[config.mk]
export PLATFORM = sky130hd
export DESIGN_NAME = log_fp8_share_arb
export DESIGN_NICKNAME = d
export VERILOG_FILES = /design/src/rtl/log_fp8_pkg.sv /design/src/rtl/exp_to_fp8.sv /design/src/rtl/log_rr_arbiter.sv /design/src/rtl/log_fp8_share_arb.sv
export SDC_FILE = /design/constraint.sdc
export NUM_CORES = 1
export LEC_CHECK = 0
export CORE_MARGIN = 3
export CORE_UTILIZATION = 62
export DETAILED_ROUTE_END_ITERATION = 10
export DONT_BUFFER_PORTS = 1
export PLACE_DENSITY_LB_ADDON = 0.3
export SKIP_CTS_REPAIR_TIMING = 1
export SYNTH_ARGS = -nofsm -noshare
export SYNTH_HDL_FRONTEND = slang
export SYNTH_SLANG_ARGS = --single-unit
export TNS_END_PERCENT = 1
[constraint.sdc]
create_clock -name clk -period 3.01 [get_ports clk]
set_clock_uncertainty 0.1 [all_clocks]
set_input_delay 0.602 -clock clk [delete_from_list [all_inputs] [get_ports clk]]
set_output_delay 0.602 -clock clk [all_outputs]
set_load 0.01 [all_outputs]
[src/rtl/log_fp8_pkg.sv]
// Shared E4M3 field widths, special encodings and the decoded-operand record
// used by the shared log2 exponent-extraction path.
package log_fp8_pkg;

  localparam int EXP_W = 4;
  localparam int MAN_W = 3;
  localparam int BIAS  = 7;

  localparam logic [7:0] FP8_NAN  = 8'h7F;
  localparam logic [7:0] FP8_ZERO = 8'h00;

  typedef struct packed {
    logic             sign;
    logic [EXP_W-1:0] expo;
    logic [MAN_W-1:0] man;
    logic             zero;
    logic             nan;
  } fp8_dec_t;

  function automatic fp8_dec_t fp8_decode(input logic [7:0] x);
    fp8_dec_t d;
    d.sign = x[7];
    d.expo = x[6:3];
    d.man  = x[2:0];
    d.zero = (d.expo == 4'd0) && (d.man == 3'd0);
    d.nan  = (d.expo == 4'hF) && (d.man == 3'h7);
    return d;
  endfunction

endpackage

[src/rtl/exp_to_fp8.sv]
// ExpToFP8 converter: turns an E4M3 exponent (or a subnormal mantissa) into
// floor(log2|x|) and re-encodes that small integer as an E4M3 value.
module exp_to_fp8
  import log_fp8_pkg::*;
(
  input  logic             is_subnormal_i,
  input  logic [EXP_W-1:0] exp_val_i,
  output logic [7:0]       fp8_o
);

  logic [1:0] msb_s;
  logic [4:0] res_s;
  logic [3:0] mag_s;
  logic [6:0] body_s;

  // Subnormals scale as m * 2^-9, so the result is msb(m) - 9.
  always_comb begin
    msb_s = 2'd0;
    if (exp_val_i[2]) begin
      msb_s = 2'd2;
    end else if (exp_val_i[1]) begin
      msb_s = 2'd1;
    end else begin
      msb_s = 2'd0;
    end
    if (is_subnormal_i) begin
      res_s = {3'b000, msb_s} - 5'd9;
    end else begin
      res_s = {1'b0, exp_val_i} - 5'(BIAS);
    end
    mag_s = res_s[4] ? (4'd0 - res_s[3:0]) : res_s[3:0];
  end

  always_comb begin
    case (mag_s)
      4'd1:    body_s = 7'h38;
      4'd2:    body_s = 7'h40;
      4'd3:    body_s = 7'h44;
      4'd4:    body_s = 7'h48;
      4'd5:    body_s = 7'h4A;
      4'd6:    body_s = 7'h4C;
      4'd7:    body_s = 7'h4E;
      4'd8:    body_s = 7'h50;
      4'd9:    body_s = 7'h51;
      default: body_s = 7'h00;
    endcase
    if (mag_s == 4'd0) begin
      fp8_o = 8'h00;
    end else begin
      fp8_o = {res_s[4], body_s};
    end
  end

endmodule

[src/rtl/log_rr_arbiter.sv]
// Round-robin arbiter: first requester at or after the pointer wins; the
// pointer moves past the winner only when the grant is actually taken.
module log_rr_arbiter #(
  parameter  int N_REQ = 4,
  localparam int ID_W  = $clog2(N_REQ)
) (
  input  logic             clk,
  input  logic             rst,
  input  logic [N_REQ-1:0] req_i,
  input  logic             en_i,
  output logic [N_REQ-1:0] gnt_oh_o,
  output logic [ID_W-1:0]  gnt_idx_o,
  output logic             gnt_valid_o
);

  logic [ID_W-1:0] ptr_q, ptr_d;
  logic [ID_W:0]   cand_s;
  logic            found_s;

  always_comb begin
    gnt_oh_o  = '0;
    gnt_idx_o = '0;
    found_s   = 1'b0;
    cand_s    = '0;
    for (int k = 0; k < N_REQ; k++) begin
      cand_s = {1'b0, ptr_q} + (ID_W+1)'(k);
      if (cand_s >= (ID_W+1)'(N_REQ)) begin
        cand_s = cand_s - (ID_W+1)'(N_REQ);
      end else begin
        cand_s = cand_s;
      end
      if (!found_s && req_i[cand_s[ID_W-1:0]]) begin
        found_s   = 1'b1;
        gnt_idx_o = cand_s[ID_W-1:0];
      end else begin
        found_s = found_s;
      end
    end
    gnt_oh_o[gnt_idx_o] = found_s;
    gnt_valid_o         = found_s;
  end

  always_comb begin
    ptr_d = ptr_q;
    if (en_i && found_s) begin
      ptr_d = (gnt_idx_o == ID_W'(N_REQ - 1)) ? '0 : gnt_idx_o + ID_W'(1);
    end else begin
      ptr_d = ptr_q;
    end
  end

  always_ff @(posedge clk) begin
    if (rst) begin
      ptr_q <= '0;
    end else begin
      ptr_q <= ptr_d;
    end
  end

endmodule

[src/rtl/log_fp8_share_arb.sv]
// One floor(log2|x|) E4M3 datapath shared by N_REQ requesters through a
// round-robin arbiter and a 2-stage elastic pipeline with a tagged output.
module log_fp8_share_arb
  import log_fp8_pkg::*;
#(
  parameter  int N_REQ = 4,
  localparam int ID_W  = $clog2(N_REQ)
) (
  input  logic               clk,
  input  logic               rst,
  input  logic [N_REQ-1:0]   req_valid,
  input  logic [8*N_REQ-1:0] req_data,
  output logic [N_REQ-1:0]   req_ready,
  output logic               out_valid,
  input  logic               out_ready,
  output logic [7:0]         out_data,
  output logic [ID_W-1:0]    out_id,
  output logic               out_zero,
  output logic               out_nan,
  output logic               out_neg
);

  logic            s1_valid_q;
  fp8_dec_t        s1_op_q;
  logic [ID_W-1:0] s1_id_q;

  logic            s2_adv_s, s1_load_s, arb_en_s, accept_s;
  logic [N_REQ-1:0] gnt_oh_s;
  logic [ID_W-1:0] gnt_idx_s;
  logic            gnt_valid_s;
  logic [7:0]      op_s, cvt_s, s2_data_d;
  fp8_dec_t        dec_s;
  logic            cvt_sub_s;
  logic [EXP_W-1:0] cvt_exp_s;

  assign s2_adv_s  = !out_valid || out_ready;
  assign s1_load_s = !s1_valid_q || s2_adv_s;
  assign arb_en_s  = s1_load_s && !rst;
  assign accept_s  = arb_en_s && gnt_valid_s;
  assign req_ready = accept_s ? gnt_oh_s : '0;
  assign op_s      = req_data[{gnt_idx_s, 3'b000} +: 8];
  assign dec_s     = fp8_decode(op_s);

  log_rr_arbiter #(.N_REQ(N_REQ)) u_arb (
    .clk        (clk),
    .rst        (rst),
    .req_i      (req_valid),
    .en_i       (arb_en_s),
    .gnt_oh_o   (gnt_oh_s),
    .gnt_idx_o  (gnt_idx_s),
    .gnt_valid_o(gnt_valid_s)
  );

  assign cvt_sub_s = (s1_op_q.expo == 4'd0);
  assign cvt_exp_s = cvt_sub_s ? {1'b0, s1_op_q.man} : s1_op_q.expo;

  exp_to_fp8 u_cvt (
    .is_subnormal_i(cvt_sub_s),
    .exp_val_i     (cvt_exp_s),
    .fp8_o         (cvt_s)
  );

  // NaN and zero bypass the converter with their canonical encodings.
  always_comb begin
    s2_data_d = cvt_s;
    if (s1_op_q.nan) begin
      s2_data_d = FP8_NAN;
    end else if (s1_op_q.zero) begin
      s2_data_d = FP8_ZERO;
    end else begin
      s2_data_d = cvt_s;
    end
  end

  always_ff @(posedge clk) begin
    if (rst) begin
      s1_valid_q <= 1'b0;
      s1_op_q    <= '0;
      s1_id_q    <= '0;
    end else if (s1_load_s) begin
      s1_valid_q <= accept_s;
      if (accept_s) begin
        s1_op_q <= dec_s;
        s1_id_q <= gnt_idx_s;
      end
    end
  end

  always_ff @(posedge clk) begin
    if (rst) begin
      out_valid <= 1'b0;
      out_data  <= 8'h00;
      out_id    <= '0;
      out_zero  <= 1'b0;
      out_nan   <= 1'b0;
      out_neg   <= 1'b0;
    end else if (s2_adv_s) begin
      out_valid <= s1_valid_q;
      if (s1_valid_q) begin
        out_data <= s2_data_d;
        out_id   <= s1_id_q;
        out_zero <= s1_op_q.zero;
        out_nan  <= s1_op_q.nan;
        out_neg  <= s1_op_q.sign & ~s1_op_q.nan;
      end
    end
  end

endmodule

Word-level counts from Yosys, hierarchy flattened
Memory sizes are Yosys's and may differ from the RTL's.
Index checks and enable logic that the tools add are counted.
- shifts and indexed selects: 1
- div/mod/pow operators: 0
- bitwise logic cells: 3
- eq/ne operators: 3
- reductions and logical operators: 22
- $add $sub $neg: 11
- multiplexer cells: 32
- $mul: 0
- order comparisons: 10
- operators by type and width (cell ; number):
    $shiftx 32x6->8 ; 1
    $mux 8 ; 3
    $mux 2 ; 10
    $lt 2x3->1 const B ; 5
    $logic_not 4->1 ; 3
    $mux 4 ; 3
    $mux 1 ; 10
    $ge 3x3->1 const B ; 3
    $bmux 1 s2 ; 4
    $logic_and 1x1->1 ; 8
    $sub 2x1->2 const B ; 4
    $add 2x2->3 const B ; 2
    $logic_not 1->1 ; 6
    $mux 5 ; 1
    $sub 2x4->5 const B ; 1
    $sub 4x3->5 const B ; 1
    $and 4x4->4 ; 1
    $eq 4x4->1 const B ; 1
    $reduce_and 2->1 ; 2
    $sub 1x4->4 const A ; 1
    $add 2x1->3 const B ; 1
    $eq 3x3->1 const B ; 1
    $ge 2x3->1 const B ; 1
    $logic_not 3->1 ; 1
    other kinds (7) ; 8
- flip-flop bits (word level): 29
- output and inout bits: 18
- logic and storage cells: 97
- memories kept: 1
- bits in latches: 0
- bits in read-only memories: 112
- input bits: 39
- RAM bits: 0
- memories (memory ; depth ; width ; rd ports ; clocked after Yosys merged registers in ; write ports ; line ; text):
    (no name shown) ; 16 ; 7 ; 1 ; 0 ; 0 ; exp_to_fp8.sv:35 ; case (mag_s)

Depth between registers and ports, before layout
- word-level depth: 20
- mapped depth: 12
- mapped depth without buffers: 11

By module
A second synthesis with hierarchy kept.
- cell total of the unflattened synthesis: 220
- area total of the unflattened synthesis: 1838.0 um^2
- modules (own cells, without submodules) (module ; cells an instance ; times used ; area each (um^2) ; sequential area each (um^2)):
    log_fp8_share_arb ; 147 ; 1 ; 1293.7 ; 540.5
    exp_to_fp8 ; 38 ; 1 ; 275.3 ; 0.0
    log_rr_arbiter ; 35 ; 1 ; 269.0 ; 40.0

Least setup slack after synthesis
No wires, ideal clock.
- kind: input -> output
- start: input out_ready
- end: output req_ready[0]
- path buffers: 1
- stages: 5
- slack: 0.643 ns
- data arrival time: 1.665 ns
- required time: 2.308 ns
- cells stage by stage: nor2b_1 -> and2_1 -> nor3_1 -> clkbuf_1 -> and2_1
- word-level cells in the longest chain between the ends: 5
- ends and longest elaborated chain (item ; line ; text):
    start: declaration ; log_fp8_share_arb.sv:15 ; input logic out_ready,
    $logic_or 1x1->1 ; log_fp8_share_arb.sv:36 ; assign s2_adv_s = !out_valid || out_ready;
    $logic_or 1x1->1 ; log_fp8_share_arb.sv:37 ; assign s1_load_s = !s1_valid_q || s2_adv_s;
    $logic_and 1x1->1 ; log_fp8_share_arb.sv:38 ; assign arb_en_s = s1_load_s && !rst;
    $logic_and 1x1->1 ; log_fp8_share_arb.sv:39 ; assign accept_s = arb_en_s && gnt_valid_s;
    $mux 4 ; log_fp8_share_arb.sv:40 ; assign req_ready = accept_s ? gnt_oh_s : '0;
    end: declaration ; log_fp8_share_arb.sv:13 ; output logic [N_REQ-1:0] req_ready,
No other way between the ends.

Worst setup path after layout
- start: register u_arb.ptr_q[1]
- end: output req_ready[0]
- word-level cells in the longest chain between the ends: 20
- elaborated cells between the ends (all ways): 45
- classes of those cells: 7 x add/sub; 6 x order compare; 23 x mux; 1 x bitwise; 8 x reduce/logical
- ends and longest elaborated chain (item ; line ; text):
    start: declaration ; log_rr_arbiter.sv:16 ; logic [ID_W-1:0] ptr_q, ptr_d;
    start signal: assignment ; log_rr_arbiter.sv:56 ; ptr_q <= ptr_d;
    branches (longest 13 deep; another with $add 2x1->3) ; n/a ;
    $mux 2 (*) ; log_rr_arbiter.sv:32 ; if (!found_s && req_i[cand_s[ID_W-1:0]]) begin
    named net gnt_idx_s[0] ; log_fp8_share_arb.sv:29 ; logic [ID_W-1:0] gnt_idx_s;
    $lt 2x3->1 (implied by the code) or $ge 2x1->1 (tied branches) ; log_rr_arbiter.sv:39 ; gnt_oh_o[gnt_idx_o] = found_s;
    $logic_and 1x1->1 (implied by the code) ; log_rr_arbiter.sv:39 ;
    $mux 1 (implied by the code) ; log_rr_arbiter.sv:39 ;
    $demux 1 s2 (*) ; n/a ;
    $and 4x4->4 (no line) (*) ; n/a ;
    $mux 4 (*) ; log_fp8_share_arb.sv:40 ;
Mark *: on every way through the listed nets, which the timed path passes. The select of a mux whose other input is x is not followed.

==> impl_metrics.json <==
{
  "status": "finished, final reports clean",
  "crit_start": "u_arb.ptr_q[1]$_SDFFE_PP0P_",
  "synth.top_cell.area_share_pct": 33.2,
  "netlist_instances": 212,
  "tightest_slew_ns": 0.535,
  "period_minus_slack_ns": 2.70,
  "grt_overflow": 0,
  "cp.arrival_ns": 2.00,
  "instances_no_fill": 240,
  "reg2reg_setup_slack_ns": 0.48,
  "die_width_um": 59.1,
  "yosys-top-cells-area": "dfxtp_1 33%, mux2i_1 11%, nand2_1 5.6%",
  "layout.nets": 253,
  "antenna_found_initial": 0,
  "min_to": "out_data[1]$_SDFFE_PP0P_",
  "grt_use_met2_pct": 39.4,
  "reg2reg_depth": 11,
  "endpoint_kind": "output port",
  "max_freq_ghz": 0.370,
  "synth-edff-count": 0,
  "seq_area_frac_synth_pct": 33.2,
  "port_buffers": 0,
  "avgSynthCellArea_um2": 8.26,
  "synthAdderAreaFrac_pct": 3.57,
  "rr_startpoint": "s1_op_q[7]$_SDFFE_PP0P_",
  "ioPinCount": 57,
  "routabilityCongestion": 0.816,
  "power.density_nw_per_um2": 671,
  "cp_max_fo": 10,
  "die_y_um": 59.1,
  "hold_viol": 0,
  "yosysMostFrequentCell": "dfxtp_1",
  "cts_tree": "yes",
  "dpl_cell_area_um2": 1730,
  "clock_latency_ns": 0.32,
  "vias": 1497,
  "clk_pin_slew_worst_paths_ns": 0.09,
  "fin_setup_tns_ns": 0,
  "routedWlPerCell_um": 16.1,
  "fin_area_um2": 1800,
  "cts.sinks": 29,
  "core_area_um2": 2590,
  "drtIter0Drc": 68,
  "grt_pass1_wl_um": 6690,
  "drive_gt1_share_pct": 9.52,
  "dp_hpwl_um": 2890,
  "ant_nets": 0,
  "core.rowCount": 18,
  "grt_setup_unrepaired": "false",
  "min-delay-start": "rst",
  "antennaDiodeCount": 0,
  "hold_path.class": "input port to register",
  "r2r-end": "out_data[4]$_SDFFE_PP0P_",
  "busiest_layer": "met2",
  "p_leak_nw": 0.712,
  "wirelength_um": 3860,
  "htreeDepth": 2,
  "viasPerCell": 6.24,
  "yosys_most_used_dff": "dfxtp_1",
  "die_area_um2": 3500,
  "start_util_pct": 67.6,
  "firstDrtPassIters": 4,
  "syn_area_um2": 1750,
  "whs_path_depth": 1,
  "grt_use_met3_pct": 6.75,
  "synthArstFlopShare_pct": 0,
  "finalSetupViolations": 0,
  "grt_pass1_vias": 1466,
  "synthDistinctLibCells": 46,
  "slew_headroom_pct": 64.0,
  "synth_common_cells": "29 x dfxtp_1, 26 x nand2_1, 22 x nor2_1",
  "synthSimpleGateAreaFrac_pct": 22.9,
  "maxCapViolations": 0,
  "dp.cells": 232,
  "track_usage_pct": 24.3,
  "drc": 0,
  "yosys.area_share.xor_xnor_pct": 0.500,
  "ys_warn_count": 0,
  "met1_usage_pct": 31.8,
  "ir_worst_vdd_v": 0.000484,
  "path_class": "register to output port",
  "synth_seq_cells": 29,
  "critPathRequiredTime_ns": 2.31,
  "start_kind": "register",
  "synth_compound_area_share_pct": 19.7,
  "cts_root_buf": "clkbuf_4",
  "cts_inserted_buffers": 5,
  "post-route-period-util_pct": 89.8,
  "clock_path_buffers": 2,
  "area_delta_synth_final_pct": 2.79,
  "synthMuxAreaShare_pct": 14.0,
  "yosys.area.top_type": "dfxtp_1",
  "synth_top_family_by_area": "simple AND/OR/NAND/NOR gates",
  "p_total_mw": 1.21,
  "maxSlewViolCount": 0,
  "syn_nets": 256,
  "grt_max_degree": 31
}
worst max-delay path, stage by stage, from the launching register on:
cell	delay, ns
dfxtp_1	0.44
mux2i_1	0.22
o22ai_1	0.12
a31oi_4	0.36
inv_2	0.14
ha_1	0.22
and2_1	0.17
cells by family after synthesis:
logic type / count (synthesis)
buf+inv: 22
compound gates: 48
simple gates: 83
flops: 29
fa+ha+maj: 5
xor+xnor: 1
mux: 24
cell usage in the layout, fill, tap and decap left out, types with 4 or more instances in the layout:
cell type,netlist,final
nor3_1,6,6
inv_1,10,10
ha_1,5,5
or3_1,4,4
and2_1,6,6
nand3b_1,5,5
mux2i_1,20,20
dfxtp_1,29,29
nor2_1,22,22
a221oi_1,4,4
a21oi_1,15,15
mux2_2,4,4
clkbuf_4,0,5
nand2_1,26,26
o21ai_0,8,8
per-layer routing:
| layer | vias up | share of wire, % |
|---|---|---|
| met2 | 49 | 52 |
| met1 | 697 | 41 |
| li1 | 747 | - |
| met5 | - | 0 |
| met3 | 4 | 6.3 |
| met4 | 0 | 0.96 |
flip-flops by register name, summed over array words and instances (netlist names):
signal       count
out_data         8
out_id           2
out_nan          1
out_neg          1
out_valid        1
out_zero         1
s1_id_q          2
s1_op_q         10
s1_valid_q       1
u_arb.ptr_q      2
per-stage QoR:
| step | worst slack (ns) | hold WS, ns | util [%] |
|---|---|---|---|
| floorplan | 0.643 | 0.332 | - |
| global placement | 0.587 | 0.348 | 66.8 |
| detailed placement | 0.493 | 0.352 | 66.8 |
| CTS | 0.295 | 0.230 | 69.5 |
| global route | 0.152 | 0.216 | 69.5 |
| finish | 0.306 | 0.241 | 69.5 |
worst max-delay path by stage:
stage          cells after the start  slack, ns      endpoint
2_1_floorplan                      5       0.64  req_ready[0]
3_3_place_gp                       6       0.59  req_ready[0]
3_5_place_dp                       6       0.49  req_ready[0]
4_1_cts                            6       0.29  req_ready[0]
5_1_grt                            6       0.15  req_ready[0]
6_report                           6       0.31  req_ready[0]
final cells by class:
| type | count | area (µm²) |
|---|---|---|
| clock buffer | 7 | 65.1 |
| clock inverter | 1 | 5.00 |
| fill | 205 | 791 |
| inverter | 11 | 41.3 |
| multi-input combinational | 161 | 1060 |
| sequential | 29 | 581 |
| tap | 30 | 37.5 |
| timing repair buffer | 1 | 7.51 |
power by group:
part / internal, mW / switching [mW]
Clock: 0.135 / 0.131
Sequential: 0.438 / 0.0676
Combinational: 0.193 / 0.244
(Power assumes the default switching activity.)
==> RTL edit (same flow settings) <==
`N_REQ` is set to 4 in 2 places; all go to 8.
--- a/src/rtl/log_rr_arbiter.sv
+++ b/src/rtl/log_rr_arbiter.sv
@@ -3,3 +3,3 @@
 module log_rr_arbiter #(
-  parameter  int N_REQ = 4,
+  parameter  int N_REQ = 8,
   localparam int ID_W  = $clog2(N_REQ)
--- a/src/rtl/log_fp8_share_arb.sv
+++ b/src/rtl/log_fp8_share_arb.sv
@@ -5,3 +5,3 @@
 #(
-  parameter  int N_REQ = 4,
+  parameter  int N_REQ = 8,
   localparam int ID_W  = $clog2(N_REQ)
Interface: changed (resized out_id, req_data, req_ready and req_valid); port bits go from 57 to 98. The function was not compared with the original's and may differ.
==> RTL edit against the original RTL <==
The run now ends with negative setup slack left; cell count rose by 88%; worst setup slack lost 1.2 ns; sequential cell count grew 3; critical path type unchanged; final area increased by 100%; synthesized cell count rose by 63%; sequential share of layout area shrank 15 points; non-clock buffer count grew 49; highest routed layer unchanged; fmax fell by 31%; area after synthesis increased by 72%; wire length grew 130%.
Power is not shown: default switching activity piles up to over one toggle a cycle in this logic, so the estimate is an artifact.
==> RTL edit: results (changes against the original RTL) <==
Outcome
  – Status: complete, but fails checks
  – Failing checks: negative setup slack

Synthesis
  – Main flop type after synthesis: dfxtp_1
  – Number of distinct library cells after synthesis: 61 (+33%)
  – Sequential area share after synthesis: 0.213 (-0.119)
  – Yosys warns: 0 (unchanged)
  – Synth top area cells: dfxtp_1 21%, mux2i_1 18%, mux4_2 7.5%
  – Ys async rst share: 0 (unchanged)
  – Syn_nets: 425 (+66%)
  – Post-synth top cells: 54 x mux2i_1, 50 x nand2_1, 32 x dfxtp_1, 32 x nor2_1, 31 x a21oi_1

Clock tree
  – Clock buffer count from CTS: 5 (unchanged)
  – Clock latency on the worst-skew pair: 0.28 ns (-0.04 ns)
  – Max clock buf depth: 2 (unchanged)
  – Clk root buf: clkbuf_8
  – H-Tree Level Count: 2 (unchanged)
  – Clock-pin slew on the worst setup and hold paths: 0.07 ns (-0.02 ns)

STA
  – Hold_ws: 0.275 ns (+0.0344 ns)
  – Setup Viol. Count Final: 24 (+24)
  – Slew HR: 0.643 (+0.00358)
  – Final setup margin: -0.899 ns (-1.21 ns)

Finish
  – Biggest regs: s1_op_q x10, out_data x8
  – Share of cells above drive strength 1: 0.331 (+0.235)
  – Filler cell count: 285 (+39%)
  – Nets: 463 (+83%)

GRT
  – Largest net degree at the start of global routing: 33 (+6.5%)
  – Tot GR Track Use: 0.289 (+0.0460)
  – Antenna violations before repair: 1 (+1)
  – Vias in the first global route: 2,689 (+83%)
  – First-pass GRT wire length: 12,600 um (+88%)

Worst setup path
  – Largest stage delay, worst path: 0.42 ns (-0.02 ns)
  – R2r setup slk: -0.89 ns (-1.37 ns)
  – CP Data Arrival Time: 3.21 ns (+1.21 ns)
  – CP Max Fanout: 8 (-2)
  – CP max stage cell: o31ai_4

Placement
  – HPWL Detailed: 6360 um (+120%)
  – GPL Wtd Cong: 0.969 (+19%)
  – Pre-CTS WS: -1.03 ns (-1.52 ns)
  – Area after DPL: 3360 um2 (+94%)
  – Port bufs: 0 (unchanged)

Detailed routing
  – Routed wire length: 8760 um (+130%)
  – Starting DRT DRC Count: 295 (+330%)
  – DRT Pass-1 Iters: 5 (+1)
  – Detailed-route via count: 2,938 (+96%)

Hold path
  – Min-Delay Path Class: input port to flop
[RTL edit: changes by cell type in the layout (fill, tap and decap cells not counted), sizes merged, moves of 12 or more]
cell,change
a21oi,+16
mux4,+12
nand2,+24
nor2,+12
buf,+49
mux2i,+36
[RTL edit: kinds of logic after synthesis]
kind of cell,count (synthesis),share of synthesized area
AND/OR/NAND/NOR,121,0.191
multiplexers,78,0.325
AO/OA/AOI/OAI,73,0.168
flip-flops,32,0.213
buffers and inverters,31,0.0652
XOR/XNOR,5,0.0170
adder cells (fa/ha/maj),5,0.0208
[RTL edit: metal layers]
layer / wire length, um / GRT usage / part of all wire / up-vias
li1: - / - / - / 1354
met1: 3280 / 0.375 / 0.37 / 1353
met2: 4360 / 0.478 / 0.50 / 208
met3: 867 / 0.0607 / 0.099 / 23
met4: 249 / 0.0990 / 0.028 / 0
met5: 0 / 0 / 0 / -
[RTL edit: per-stage QoR]
step	utilization	TNS, ns	instances
2_1_floorplan	-	-11.32	345
3_3_place_gp	0.741	-13.47	438
3_5_place_dp	0.741	-16.47	438
4_1_cts	0.768	-19.29	446
5_1_grt	0.810	-17.77	450
6_report	0.810	-14.34	450
[RTL edit: path summary, 6_finish.rpt]
kind                   from      endpoint  cells after the start
max reg2reg  u_arb.ptr_q[0]    s1_op_q[0]                     17
min                     rst   out_data[7]                      1
max          u_arb.ptr_q[0]  req_ready[1]                     13
min reg2reg      s1_id_q[2]     out_id[2]                      2
[RTL edit: cell type report]
type                            count  area (um2)  share of cell area
Sequential cell                    32         646               0.176
Clock inverter                      1        30.0             0.00817
Inverter                           12        47.5              0.0129
Antenna cell                        1        2.50            0.000681
Multi-Input combinational cell    282        2350               0.639
Tap cell                           65        81.3              0.0221
Timing Repair Buffer               50         424               0.115
Clock buffer                        7        96.3              0.0262
